### config.mk
export PLATFORM = sky130hd
export DESIGN_NAME = qspi_port_arbiter
export DESIGN_NICKNAME = d
export VERILOG_FILES = /design/src/rtl/qspi_port_arbiter.sv
export SDC_FILE = /design/constraint.sdc
export NUM_CORES = 1
export LEC_CHECK = 0
export CORE_MARGIN = 10
export CORE_UTILIZATION = 47
export DETAILED_ROUTE_END_ITERATION = 8
export PLACE_DENSITY = 0.93
export SYNTH_ARGS = -nofsm -noshare
export SYNTH_HDL_FRONTEND = slang
export SYNTH_SLANG_ARGS = --single-unit
### constraint.sdc
create_clock -name clk -period 7.3 [get_ports clk]
set_input_delay 1.46 -clock clk [delete_from_list [all_inputs] [get_ports clk]]
set_output_delay 1.46 -clock clk [all_outputs]
set_load 0.05 [all_outputs]
### src/rtl/qspi_port_arbiter.sv
// ============================================================================
// qspi_port_arbiter
// ----------------------------------------------------------------------------
// Shares one QSPI flash/PSRAM master between the CPU instruction-fetch port
// and the load/store data port. Sequential instruction fetches keep the
// master paused with chip select low (STREAM) and are resumed with m_cont,
// so command and address are not re-sent. A data access, or a fetch that
// breaks the sequence, closes the stream with m_stop and restarts from IDLE.
//
// Optional feature (compile-time macro QSPI_ARB_STREAM_TIMEOUT_EN):
//   when defined, an idle STREAM is closed after STREAM_TIMEOUT cycles with
//   no request. When undefined, STREAM is held indefinitely and no counter
//   exists.
//
// Parameters:
//   STREAM_TIMEOUT  idle cycles in STREAM before m_stop (macro only)
//   TO_W            timeout counter width, STREAM_TIMEOUT < 2**TO_W
//
// Ports:
//   clk, rst            clock, asynchronous active-high reset
//   if_req/if_addr      fetch request (held until if_ready), byte address
//   if_ready/if_data    one-cycle fetch completion pulse and instruction
//   d_req/d_we/d_addr   data request (held until d_ready), direction, address
//   d_len/d_wdata       data length in bits (0 = no access), write data
//   d_ready/d_rdata     one-cycle data completion pulse and read data
//   m_start/m_stop/m_cont  one-cycle master sequencing pulses
//   m_we/m_is_instr/m_addr/m_len/m_wdata  master operation, loaded with
//                       m_start and held until the next m_start
//   m_rdata/m_done      master read data and completion
// All outputs are registered and reset to 0.
// ============================================================================
module qspi_port_arbiter #(
  parameter int STREAM_TIMEOUT = 64,
  parameter int TO_W           = 8
) (
  input  logic        clk,
  input  logic        rst,

  input  logic        if_req,
  input  logic [23:0] if_addr,
  output logic        if_ready,
  output logic [31:0] if_data,

  input  logic        d_req,
  input  logic        d_we,
  input  logic [23:0] d_addr,
  input  logic [5:0]  d_len,
  input  logic [31:0] d_wdata,
  output logic        d_ready,
  output logic [31:0] d_rdata,

  output logic        m_start,
  output logic        m_stop,
  output logic        m_cont,
  output logic        m_we,
  output logic        m_is_instr,
  output logic [23:0] m_addr,
  output logic [5:0]  m_len,
  output logic [31:0] m_wdata,
  input  logic [31:0] m_rdata,
  input  logic        m_done
);

  typedef enum logic [2:0] {
    ST_IDLE   = 3'd0,
    ST_FETCH  = 3'd1,
    ST_STREAM = 3'd2,
    ST_STOP   = 3'd3,
    ST_DATA   = 3'd4
  } state_t;

  // An instruction fetch always asks the master for a full 32-bit word; a
  // compressed instruction simply uses the upper halfword.
  localparam logic [5:0] FETCH_LEN = 6'd32;

  if (STREAM_TIMEOUT < 1 || STREAM_TIMEOUT >= (2 ** TO_W)) begin : g_bad_timeout
    $error("qspi_port_arbiter: STREAM_TIMEOUT must be in 1 .. 2**TO_W-1");
  end

  // Size of the instruction just fetched. m_rdata is in flash byte order,
  // so the first byte at the fetch address lands in [31:24]; its two LSBs
  // (m_rdata[25:24]) are the RISC-V length bits: 2'b11 means 32-bit.
  function automatic logic [23:0] instr_step(input logic [31:0] rdata);
    instr_step = (rdata[25:24] != 2'b11) ? 24'd2 : 24'd4;
  endfunction

  state_t      state;
  state_t      state_nxt;
  logic [23:0] fetch_addr;
  logic [23:0] fetch_addr_nxt;
  logic [23:0] next_addr;
  logic [23:0] next_addr_nxt;

  logic        if_ready_nxt;
  logic [31:0] if_data_nxt;
  logic        d_ready_nxt;
  logic [31:0] d_rdata_nxt;
  logic        m_start_nxt;
  logic        m_stop_nxt;
  logic        m_cont_nxt;
  logic        m_we_nxt;
  logic        m_is_instr_nxt;
  logic [23:0] m_addr_nxt;
  logic [5:0]  m_len_nxt;
  logic [31:0] m_wdata_nxt;

  logic [23:0] if_addr_hw;
  logic        unused_if_addr_lsb;
  logic        d_req_v;
  logic        if_req_v;
  logic        to_expire;

  // Fetches are halfword aligned; the byte-select bit is dropped.
  assign if_addr_hw         = {if_addr[23:1], 1'b0};
  assign unused_if_addr_lsb = if_addr[0];

  // A requester keeps its request high during the cycle its ready pulse is
  // out; only a request still high after that is a new one.
  assign d_req_v  = d_req  & ~d_ready;
  assign if_req_v = if_req & ~if_ready;

`ifdef QSPI_ARB_STREAM_TIMEOUT_EN
  logic [TO_W-1:0] to_cnt;

  // Counts idle STREAM cycles; any other state, or a request, clears it.
  always_ff @(posedge clk or posedge rst) begin
    if (rst) begin
      to_cnt <= '0;
    end else if (state == ST_STREAM && !d_req_v && !if_req_v) begin
      to_cnt <= to_cnt + 1'b1;
    end else begin
      to_cnt <= '0;
    end
  end

  assign to_expire = (to_cnt == TO_W'(STREAM_TIMEOUT - 1));
`else
  assign to_expire = 1'b0;
`endif

  // State register
  always_ff @(posedge clk or posedge rst) begin
    if (rst) begin
      state <= ST_IDLE;
    end else begin
      state <= state_nxt;
    end
  end

  // Next-state and next-output logic
  always_comb begin
    state_nxt      = state;
    fetch_addr_nxt = fetch_addr;
    next_addr_nxt  = next_addr;
    if_ready_nxt   = 1'b0;
    if_data_nxt    = if_data;
    d_ready_nxt    = 1'b0;
    d_rdata_nxt    = d_rdata;
    m_start_nxt    = 1'b0;
    m_stop_nxt     = 1'b0;
    m_cont_nxt     = 1'b0;
    m_we_nxt       = m_we;
    m_is_instr_nxt = m_is_instr;
    m_addr_nxt     = m_addr;
    m_len_nxt      = m_len;
    m_wdata_nxt    = m_wdata;

    unique case (state)
      ST_IDLE: begin
        if (d_req_v) begin
          if (d_len != 6'd0) begin
            m_start_nxt    = 1'b1;
            m_we_nxt       = d_we;
            m_is_instr_nxt = 1'b0;
            m_addr_nxt     = d_addr;
            m_len_nxt      = d_len;
            m_wdata_nxt    = d_wdata;
            state_nxt      = ST_DATA;
          end else begin
            // Zero-length access completes locally without the master.
            d_ready_nxt = 1'b1;
            d_rdata_nxt = 32'h0;
          end
        end else if (if_req_v) begin
          m_start_nxt    = 1'b1;
          m_we_nxt       = 1'b0;
          m_is_instr_nxt = 1'b1;
          m_addr_nxt     = if_addr_hw;
          m_len_nxt      = FETCH_LEN;
          m_wdata_nxt    = 32'h0;
          fetch_addr_nxt = if_addr_hw;
          state_nxt      = ST_FETCH;
        end
      end

      ST_FETCH: begin
        if (m_done) begin
          if_ready_nxt  = 1'b1;
          if_data_nxt   = m_rdata;
          next_addr_nxt = fetch_addr + instr_step(m_rdata);
          state_nxt     = ST_STREAM;
        end
      end

      ST_STREAM: begin
        if (d_req_v) begin
          m_stop_nxt = 1'b1;
          state_nxt  = ST_STOP;
        end else if (if_req_v) begin
          if (if_addr_hw == next_addr) begin
            // Sequential: resume the paused transfer; m_addr keeps the
            // address of the original command.
            m_cont_nxt     = 1'b1;
            fetch_addr_nxt = next_addr;
            state_nxt      = ST_FETCH;
          end else begin
            m_stop_nxt = 1'b1;
            state_nxt  = ST_STOP;
          end
        end else if (to_expire) begin
          m_stop_nxt = 1'b1;
          state_nxt  = ST_STOP;
        end
      end

      ST_STOP: begin
        state_nxt = ST_IDLE;
      end

      ST_DATA: begin
        if (m_done) begin
          d_ready_nxt = 1'b1;
          d_rdata_nxt = m_we ? 32'h0 : m_rdata;
          state_nxt   = ST_IDLE;
        end
      end

      default: begin
        state_nxt = ST_IDLE;
      end
    endcase
  end

  // Registered outputs and address tracking
  always_ff @(posedge clk or posedge rst) begin
    if (rst) begin
      fetch_addr <= 24'h0;
      next_addr  <= 24'h0;
      if_ready   <= 1'b0;
      if_data    <= 32'h0;
      d_ready    <= 1'b0;
      d_rdata    <= 32'h0;
      m_start    <= 1'b0;
      m_stop     <= 1'b0;
      m_cont     <= 1'b0;
      m_we       <= 1'b0;
      m_is_instr <= 1'b0;
      m_addr     <= 24'h0;
      m_len      <= 6'h0;
      m_wdata    <= 32'h0;
    end else begin
      fetch_addr <= fetch_addr_nxt;
      next_addr  <= next_addr_nxt;
      if_ready   <= if_ready_nxt;
      if_data    <= if_data_nxt;
      d_ready    <= d_ready_nxt;
      d_rdata    <= d_rdata_nxt;
      m_start    <= m_start_nxt;
      m_stop     <= m_stop_nxt;
      m_cont     <= m_cont_nxt;
      m_we       <= m_we_nxt;
      m_is_instr <= m_is_instr_nxt;
      m_addr     <= m_addr_nxt;
      m_len      <= m_len_nxt;
      m_wdata    <= m_wdata_nxt;
    end
  end

endmodule

==> impl_results.md <==
* Cell area after layout at 11500 µm²
* Post-synth EDFFs at 0
* Post-CTS sizing at 0
* Final Skew at 0.00924 ns
* CTS buffer count at 17
* Clock share of power at 15.8%
* Internal at 3.05 mW
* Post-route insts no fill at 1136
* MaxCap Viol Count at 0
* Relative slew margins at 20.7%
* Grt total ovfl at 0
* Post-DP Area at 11000 µm²
* Adder-cell share of the synthesized area at 0.550%
* I/O pin count at 257
* First DRT Iteration DRCs at 469
* Hold Startpoint: d_rdata[18]$_DFFE_PP0P_
* CTS Hold Bufs at 0
* Post-route DRC violation count at 0
* Layout cells sized above 1 at 14.5%
* IO Port Bufs at 255
* Seq/Total Area, Yosys at 56.2%
* Die Width at 152 µm
* Largest family of logic cells by synthesized area: multiplexers
* Min-Delay Path Class: register to register
* Fmax at 0.273 GHz
* Area Overhead vs Synth at 40.8%
* Share of power burned in registers at 32.0%
* Largest net degree at the start of global routing at 88
* Vias per inst at 5.42
* Fin nets at 1024
* Endpoint class of the critical path: register
* Compound-gate portion of the synthesized area at 10.6%
* Mean post-synth cell area at 12.4 µm²
* Post-synthesis mux area share at 14.8%
* Combinational power share at 52.2%
* Wire per inst at 21.0 µm
* CTS tree: done
* Vias in the first global route at 6528
* Leakage power at 5.28 nW
* Die height at 152 µm
* R2r startpoint: state[1]$_DFFE_PP0P_
* Starting density of the core at 47.7%
* WS Path Type: input pin to register
* Max Buffers Root-to-Sink at 2
* Tot Pwr at 5.61 mW
* #FFs+latches synth at 184
* Synth Net Count at 785
* Die area at 23100 µm²
* Post-DP HPWL at 17300 µm
* Row cnt at 48
* Least-Margin Pin Slew at 1.19 ns
* Core Area at 17200 µm²
* RSZ-0062 raised after global routing: no
* Setup ws final at 3.64 ns
* Tightest hold margin at 0.478 ns
* Post-Syn Area at 8190 µm²
* Placed cell count at 1103
* Setup Buffers After CTS at 0
* Post-layout min period at 3.66 ns
* First-pass GRT wire length at 38200 µm
* Main flop type after synthesis: dfrtp_1
* Via count at 6155
* Outcome: completed
* WP data arrival at 3.97 ns
* Yosys synthesis warning count at 0
* Final Util at 67.1%
* Reg2reg setup slack at 4.65 ns
* Clock-pin slew on the worst setup and hold paths at 0.07 ns
* Simple-gate share of the synthesized area at 10.4%
* Pre-CTS setup slack at 3.19 ns
* Global placer's final weighted congestion at 0.856
* CP Launch Type: input pin
* Clk_lat worst skew at 0.43 ns
* PD cells at 486 nW/µm²
* Clk sinks at 184
* Hold Path Sink: d_rdata[18]$_DFFE_PP0P_
* Peak supply drop at 266 µV
* Library cells used by synthesis at 42
* Post-Route Setup TNS at 0 ns
* Sw Pwr at 2.56 mW
* Root Driver: clkbuf_16
* Async S/R FF share, synth at 100%
* DRT Pass-1 Iters at 4
* Worst path required time at 7.61 ns
* GRT Overall Usage at 20.5%
* Antenna violations before repair at 1
* Antenna violation net count after detailed routing at 0
* Hold Fails Final Rpt at 0
* H-Tree Level Count at 4
* Hold path cells at 1
* Routed wire length at 23800 µm
* Crit Path Max Fanout at 33
* R2R depth at 5
* Max-slew violation count at 0
* Sw frac at 45.6%
* Final setup viols at 0
* Post-synthesis xor/xnor area fraction at 4.70%
* Period utilization at 50.1%
* Synth Instances at 658
* Worst flop-to-flop path endpoint: next_addr[2]$_DFFE_PP0P_
==> worst max-delay path by stage <==
stage                     startpoint  cells after the start  slack (ns)                         end
after CTS                      d_req                      7        3.63  fetch_addr[18]$_DFFE_PP0P_
after detailed placement      m_done                      5        3.19    next_addr[2]$_DFFE_PP0P_
after floorplan                  rst                      1        0.84      d_rdata[0]$_DFFE_PP0P_
final                       d_len[3]                      8        3.64     d_rdata[31]$_DFFE_PP0P_
after global placement         d_req                      7        3.22   fetch_addr[7]$_DFFE_PP0P_
after global routing        d_len[3]                      8        3.51      d_rdata[9]$_DFFE_PP0P_
==> power groups by stage <==
stage | registers (mW) | logic [mW] | clock network, mW
after global placement | 1.77 | 2.89 | 0
after CTS | 1.80 | 2.96 | 0.906
after global routing | 1.86 | 3.09 | 0.951
after detailed placement | 1.81 | 2.94 | 0
final | 1.80 | 2.93 | 0.884
after floorplan | 2.81 | 0.931 | 0
==> registers in the layout (all words and copies together), names as in the netlist <==
register / count
fetch_addr: 24
m_is_instr: 1
m_stop: 1
m_cont: 1
m_start: 1
m_we: 1
m_len: 6
m_addr: 24
if_ready: 1
m_wdata: 32
state: 3
if_data: 32
d_rdata: 32
next_addr: 24
d_ready: 1
==> metal layers <==
layer,track usage (%),vias to the layer above,wire (µm)
met5,0,-,0
met4,8.44,0,676
met3,6.01,35,1470
met2,33.7,216,11900
met1,24.6,3056,9730
li1,-,2848,-
==> logic make-up (layout without fill, tap and decap cells) <==
| kind of cell | after synthesis | in the layout |
|---|---|---|
| and+or+nand+nor | 146 | 146 |
| xor gates and xnor gates | 44 | 44 |
| other | 0 | 1 |
| adders and majority gates | 3 | 3 |
| DFF | 184 | 184 |
| muxes | 104 | 104 |
| buffers and inverters | 51 | 303 |
| AOI/OAI and AO/OA | 126 | 126 |
==> synthesized netlist by cell type, types with 2 or more instances <==
library cell	count	area [µm²]
a21o_1	33	248
a21oi_1	24	120
a22o_1	39	342
and3_1	9	56.3
and4_1	34	298
buf_1	5	18.8
buf_2	4	20.0
buf_4	2	15.0
buf_6	2	22.5
clkbuf_1	30	113
dfrtp_1	184	4600
ha_1	2	25.0
inv_1	8	30.0
mux2_2	62	698
mux2_4	19	285
mux2i_1	23	230
nand2_1	37	139
nand2b_1	2	12.5
nand3_1	10	50.1
nand4_1	11	68.8
nor2_1	31	116
o21ai_0	25	125
xnor2_1	23	201
xor2_1	21	184
==> worst max-delay path, stage by stage <==
cell and delay, ns:
clkdlybuf4s50_1 0.45, nor2_1 0.33, nand4_1 0.28, o21ai_2 0.18, buf_4 0.31, nand2_1 0.32
buf_4 0.39, a21o_1 0.21
==> cell type report <==
type	count	area [µm²]
diodes	1	2.50
well taps	225	282
multi-input cells	423	3420
flip-flops and latches	184	4600
repair buffers	263	2610
fillers	1249	5640
clock inverters	13	136
inverters	8	35.0
clock buffers	19	443
==> placed cells by master (no fill, tap or decap), types with 2 or more instances in the layout <==
cell type,count
a21o_1,33
a21oi_1,24
a22o_1,39
and3_1,9
and4_1,34
buf_4,8
clkbuf_16,17
clkdlybuf4s50_1,255
clkinv_4,7
clkinv_8,2
dfrtp_1,184
ha_1,2
inv_1,7
inv_6,2
inv_8,3
mux2_2,62
mux2_4,19
mux2i_1,23
nand2_1,37
nand2b_1,2
nand3_1,9
nand3_4,2
nand4_1,11
nor2_1,29
nor2_2,2
o21ai_0,24
xnor2_1,23
xor2_1,21
Note: power is estimated with default switching activity, not from simulation.
